`config.mk`:
```
export PLATFORM = sky130hd
export DESIGN_NAME = jtag_uart_avalon_poller
export DESIGN_NICKNAME = d
export VERILOG_FILES = /design/src/rtl/jtag_uart_avalon_poller.sv
export SDC_FILE = /design/constraint.sdc
export NUM_CORES = 1
export LEC_CHECK = 0
export CAP_MARGIN = 20
export CORE_MARGIN = 1
export CORE_UTILIZATION = 42
export DETAILED_ROUTE_END_ITERATION = 10
export GPL_TIMING_DRIVEN = 1
export PLACE_DENSITY = 0.89
export SLEW_MARGIN = 40
export SYNTH_ARGS = -nofsm -noshare
export SYNTH_HDL_FRONTEND = slang
export SYNTH_SLANG_ARGS = --single-unit
```
`constraint.sdc`:
```
create_clock -name iCLK -period 2.1 [get_ports iCLK]
set_input_delay 0.42 -clock iCLK [delete_from_list [all_inputs] [get_ports iCLK]]
set_output_delay 0.42 -clock iCLK [all_outputs]
set_load 0.01 [all_outputs]
```
`src/rtl/jtag_uart_avalon_poller.sv`:
```
// Avalon-MM master polling the JTAG-UART: RX bytes become one-cycle strobes,
// and with JTAG_UART_TX_EN defined a small TX FIFO is drained to the host.
module jtag_uart_avalon_poller #(
  parameter int POLL_INTERVAL = 16,
  parameter int TX_FIFO_DEPTH = 4
) (
  input  logic        iCLK,
  input  logic        iRST,
  output logic        oJTAG_SLAVE_ADDR,
  output logic        oJTAG_SLAVE_RDREQ,
  input  logic [31:0] iJTAG_SLAVE_RDDATA,
  output logic        oJTAG_SLAVE_WRREQ,
  output logic [31:0] oJTAG_SLAVE_WRDATA,
  input  logic        iJTAG_SLAVE_WAIT,
  output logic [7:0]  oDATA_TO_PARSE,
  output logic        oDATA_TO_PARSE_VALID,
  input  logic [7:0]  iTX_BYTE,
  input  logic        iTX_BYTE_VALID,
  output logic        oTX_READY
);
  typedef enum logic [2:0] {IDLE, RD_DATA, RX_OUT, RD_CTRL, WR_DATA} state_t;

  localparam logic [15:0] RELOAD = 16'(POLL_INTERVAL);

  state_t      state;
  logic [15:0] poll_cnt;
  logic        tx_turn;
  logic        more_rx;
  logic        tx_pending;
  logic        tx_go;
  logic        unused_rd_bits;

  assign unused_rd_bits = ^iJTAG_SLAVE_RDDATA[14:8];
  assign tx_go = tx_turn & tx_pending;

`ifdef JTAG_UART_TX_EN
  localparam int AW = $clog2(TX_FIFO_DEPTH);
  localparam int CW = AW + 1;

  logic [7:0]    fifo [TX_FIFO_DEPTH];
  logic [AW-1:0] wr_ptr, rd_ptr;
  logic [CW-1:0] count, count_nx;
  logic          push, pop, tx_ready;
  logic          wr_q;
  logic [7:0]    wbyte;

  assign push       = iTX_BYTE_VALID & tx_ready;
  assign pop        = (state == WR_DATA) & ~iJTAG_SLAVE_WAIT;
  assign count_nx   = count + CW'(push) - CW'(pop);
  assign tx_pending = (count != '0);
  assign oTX_READY  = tx_ready;
  assign oJTAG_SLAVE_WRREQ  = wr_q;
  assign oJTAG_SLAVE_WRDATA = {24'd0, wbyte};

  // Ready is registered from the next count so it always equals "not full".
  always_ff @(posedge iCLK or posedge iRST) begin
    if (iRST) begin
      wr_ptr   <= '0;
      rd_ptr   <= '0;
      count    <= '0;
      tx_ready <= 1'b1;
    end else begin
      if (push) wr_ptr <= wr_ptr + AW'(1);
      if (pop)  rd_ptr <= rd_ptr + AW'(1);
      count    <= count_nx;
      tx_ready <= (count_nx < CW'(TX_FIFO_DEPTH));
    end
  end

  always_ff @(posedge iCLK) begin
    if (push) fifo[wr_ptr] <= iTX_BYTE;
  end
`else
  logic unused_tx;
  assign unused_tx  = ^{iTX_BYTE, iTX_BYTE_VALID, TX_FIFO_DEPTH[0]};
  assign tx_pending = 1'b0;
  assign oTX_READY  = 1'b0;
  assign oJTAG_SLAVE_WRREQ  = 1'b0;
  assign oJTAG_SLAVE_WRDATA = 32'd0;
`endif

  always_ff @(posedge iCLK or posedge iRST) begin
    if (iRST) begin
      state                <= IDLE;
      poll_cnt             <= '0;
      tx_turn              <= 1'b0;
      more_rx              <= 1'b0;
      oJTAG_SLAVE_ADDR     <= 1'b0;
      oJTAG_SLAVE_RDREQ    <= 1'b0;
      oDATA_TO_PARSE       <= '0;
      oDATA_TO_PARSE_VALID <= 1'b0;
`ifdef JTAG_UART_TX_EN
      wr_q                 <= 1'b0;
      wbyte                <= '0;
`endif
    end else begin
      oDATA_TO_PARSE_VALID <= 1'b0;
      case (state)
        IDLE: begin
          if (poll_cnt != 16'd0) poll_cnt <= poll_cnt - 16'd1;
          // A count of 1 dispatches too, so a reload gives exactly POLL_INTERVAL idle cycles.
          if (poll_cnt <= 16'd1) begin
            oJTAG_SLAVE_RDREQ <= 1'b1;
            if (tx_go) begin
              state            <= RD_CTRL;
              oJTAG_SLAVE_ADDR <= 1'b1;
            end else begin
              state            <= RD_DATA;
              oJTAG_SLAVE_ADDR <= 1'b0;
            end
          end
        end
        RD_DATA: if (!iJTAG_SLAVE_WAIT) begin
          oJTAG_SLAVE_RDREQ <= 1'b0;
          oDATA_TO_PARSE    <= iJTAG_SLAVE_RDDATA[7:0];
          more_rx           <= (iJTAG_SLAVE_RDDATA[31:16] > 16'd1);
          if (iJTAG_SLAVE_RDDATA[15]) begin
            state                <= RX_OUT;
            oDATA_TO_PARSE_VALID <= 1'b1;
          end else begin
            state    <= IDLE;
            poll_cnt <= RELOAD;
            tx_turn  <= ~tx_turn;
          end
        end
        RX_OUT: begin
          poll_cnt <= more_rx ? 16'd0 : RELOAD;
          tx_turn  <= ~tx_turn;
          state    <= IDLE;
        end
`ifdef JTAG_UART_TX_EN
        RD_CTRL: if (!iJTAG_SLAVE_WAIT) begin
          oJTAG_SLAVE_RDREQ <= 1'b0;
          if (iJTAG_SLAVE_RDDATA[31:16] != 16'd0) begin
            state            <= WR_DATA;
            oJTAG_SLAVE_ADDR <= 1'b0;
            wr_q             <= 1'b1;
            wbyte            <= fifo[rd_ptr];
          end else begin
            state    <= IDLE;
            poll_cnt <= RELOAD;
            tx_turn  <= ~tx_turn;
          end
        end
        WR_DATA: if (!iJTAG_SLAVE_WAIT) begin
          wr_q    <= 1'b0;
          tx_turn <= ~tx_turn;
          state   <= IDLE;
        end
`endif
        default: begin
          oJTAG_SLAVE_RDREQ <= 1'b0;
          state             <= IDLE;
        end
      endcase
    end
  end
endmodule

```
==> impl_metrics.ini <==
[die]
initial_core_util_pct = 44.5
die_w_um = 70.7
die_area_um2 = 4990
io_pins = 89
rows = 24
die_h_um = 70.7
core-area_um2 = 4440

[clock_network]
cts.repair.resized = 0
clkSinkCount = 29
cts_root_buf = clkbuf_8
clkTransAtPathRegs_ns = 0.07
postCtsSetupRepairBufs = 0
cts_made_buffers = 5
clk_path_buf_depth = 2
clk_latency_ns = 0.29
cts_tree = yes
holdBufCountCts = 0
htreeDepth = 2

[worst_setup_path]
crit_chain = inv_1 > ha_1 > o21a_1 > or2_2 > a21oi_4 > mux2_4
crit_arrival_ns = 2.10
critPathRequiredTime_ns = 2.28
r2r_start = state[1]
reg2reg_slack_ns = 0.17
endpoint_kind = flip-flop
r2r.worst_path.cells = 6
path_buf_inv = 1
crit_fanout = 11
cp_top_family = flip-flops
start_kind = flip-flop
max_stage_delay_ns = 0.44
critical_path_class = reg2reg
rr_endpoint = poll_cnt[1]
critPathSlowestCell = dfrtp_1

[logic_synthesis]
synthCells = 201
synth_top_area_share_pct = 36.7
synthFlopType = dfrtp_1
yosys_warnings = 0
ys_ff_latch = 29
syn_area_um2 = 1980
synth_edf_count = 0
seq_area_frac_synth_pct = 36.7
synthTopCellsByArea = dfrtp_1 37%, buf_4 14%, mux2_2 4.6%
synthTopCellsByCount = 37 x buf_4, 29 x dfrtp_1, 14 x inv_1
ys_async_sr_fraction_pct = 100
syn_area_per_cell_um2 = 9.85
synth.most_common_cell = buf_4
yosysUniqueCellTypes = 51
synth.largest_area_cell = dfrtp_1

[timing]
max_slew_margin_pct = 63.8
slew_violations = 0
period_needed_ns = 1.93
fin_ws_ns = 0.175
tns_ns = 0
min_period_over_period_pct = 91.7
grt_setup_unrepaired = false
fin_skew_ns = 0.0102
setup_violations = 0
max_freq_ghz = 0.519
worstMarginPinSlew_ns = 0.538
hold_violations = 0

[pwr]
leakage_uw = 0.00106
p_per_area_nw_per_um2 = 1580
ir_drop_mv = 0.710

[drt]
drcViolationCount = 6
vias = 1627
drt_pass1_iterations = 7
drt-total-wl_um = 4220
routedWlPerCell_um = 14.1
final_antenna_net_count = 0
via_per_inst = 5.42
drt_iter0_markers = 108

[cells_and_area]
num_antenna_cells = 0
syn2layout_area_growth_pct = 22.8
drive_gt1_share_pct = 15.3
nNetsFinal = 297

[run_status]
violations = DRC
outcome = complete, but fails checks

[placement]
dp_hpwl_um = 3030
post-place-ws_ns = 0.0339
gp_congestion = 0.875
portBuffers = 36

[grt]
gr-usage-all-layers_pct = 17.9
grt_antenna_before_repair = 0
first_global_vias = 1466
grt_overflow = 0
grt_max_degree = 30
grt_pass1_wl_um = 7030

[flow_run]
max_cap_violations = 0

[min_path]
hold_class = in2async
==> registers in the layout, indices dropped and copies added, names as in the netlist <==
signal	cells
state	2
poll_cnt	16
oDATA_TO_PARSE	8
oJTAG_SLAVE_RDREQ	1
more_rx	1
oDATA_TO_PARSE_VALID	1
==> cell families (layout without fill, tap and decap cells) <==
group	count (synthesis)	in the layout	share of synthesized area, %
AO/OA/AOI/OAI	47	47	18.1
AND/OR/NAND/NOR	51	51	17.2
flip-flops	29	29	36.7
other	1	35	0.189
adder cells (fa/ha/maj)	6	6	3.79
multiplexers	10	10	5.82
buffers and inverters	57	70	18.2
==> how the worst max path moves through the flow <==
stage | from | to | cells after the start
finish | state[1] | poll_cnt[1] | 6
global route | state[1] | poll_cnt[13] | 6
CTS | state[1] | poll_cnt[1] | 6
detailed placement | iJTAG_SLAVE_WAIT | poll_cnt[1] | 5
global placement | iJTAG_SLAVE_RDDATA[15] | poll_cnt[1] | 5
floorplan | state[1] | poll_cnt[10] | 7
==> cell type report <==
class	count	area, µm²
Sequential cell	29	726
Clock buffer	6	82.6
Clock inverter	2	37.5
Inverter	15	56.3
Fill cell	382	2010
Tap cell	52	65.1
Multi-Input combinational cell	149	1020
Timing Repair Buffer	47	443
==> stage by stage <==
| stage | area, µm² | util, % | hold slack [ns] | power, µW | instances |
|---|---|---|---|---|---|
| after floorplan | 2110 | - | 0.498 | 2590 | 235 |
| after global routing | 2430 | 54.7 | 0.529 | 4130 | 300 |
| after global placement | 2310 | 52.0 | 0.489 | 3120 | 292 |
| after CTS | 2430 | 54.7 | 0.511 | 3840 | 300 |
| after detailed placement | 2310 | 52.0 | 0.495 | 3200 | 292 |
| final | 2430 | 54.7 | 0.507 | 3850 | 300 |
==> power breakdown <==
part           switching [µW]  total (µW)  internal, µW
clock network             227         613           385
registers                 273        1080           809
logic                    1150        2150          1000
==> metal layers <==
metal | track usage, % | wire, µm | vias to the layer above
met5 | 0 | 0 | -
met4 | 6.89 | 70 | 0
met3 | 4.42 | 266 | 8
met2 | 28.9 | 2060 | 81
met1 | 23.2 | 1820 | 779
li1 | - | - | 759
==> tightest hold or removal path: cells and delay by family <==
kind	cells	cell delay (ns)
buffers and inverters	3	0.79
==> layout by cell type, fill, tap and decap left out, drive strengths merged, types with 2 or more instances in the layout <==
master / netlist / routed
a211oi: 3 / 3
a21oi: 6 / 6
a221oi: 3 / 3
and2: 2 / 2
buf: 39 / 11
clkbuf: 3 / 6
clkdlybuf4s50: 0 / 36
conb: 1 / 35
dfrtp: 29 / 29
ha: 6 / 6
inv: 14 / 14
mux2: 9 / 9
nand2: 8 / 8
nand3: 5 / 5
nand4: 4 / 4
nor2: 8 / 8
nor2b: 2 / 2
nor3: 5 / 5
nor4: 9 / 9
o211ai: 5 / 5
o21a: 2 / 2
o21ai: 8 / 8
o22ai: 2 / 2
o2bb2ai: 2 / 2
o311a: 2 / 2
o31ai: 2 / 2
o32ai: 3 / 3
o41ai: 2 / 2
or3: 2 / 2
or4: 3 / 3
Power figures use the tool's default switching activity.
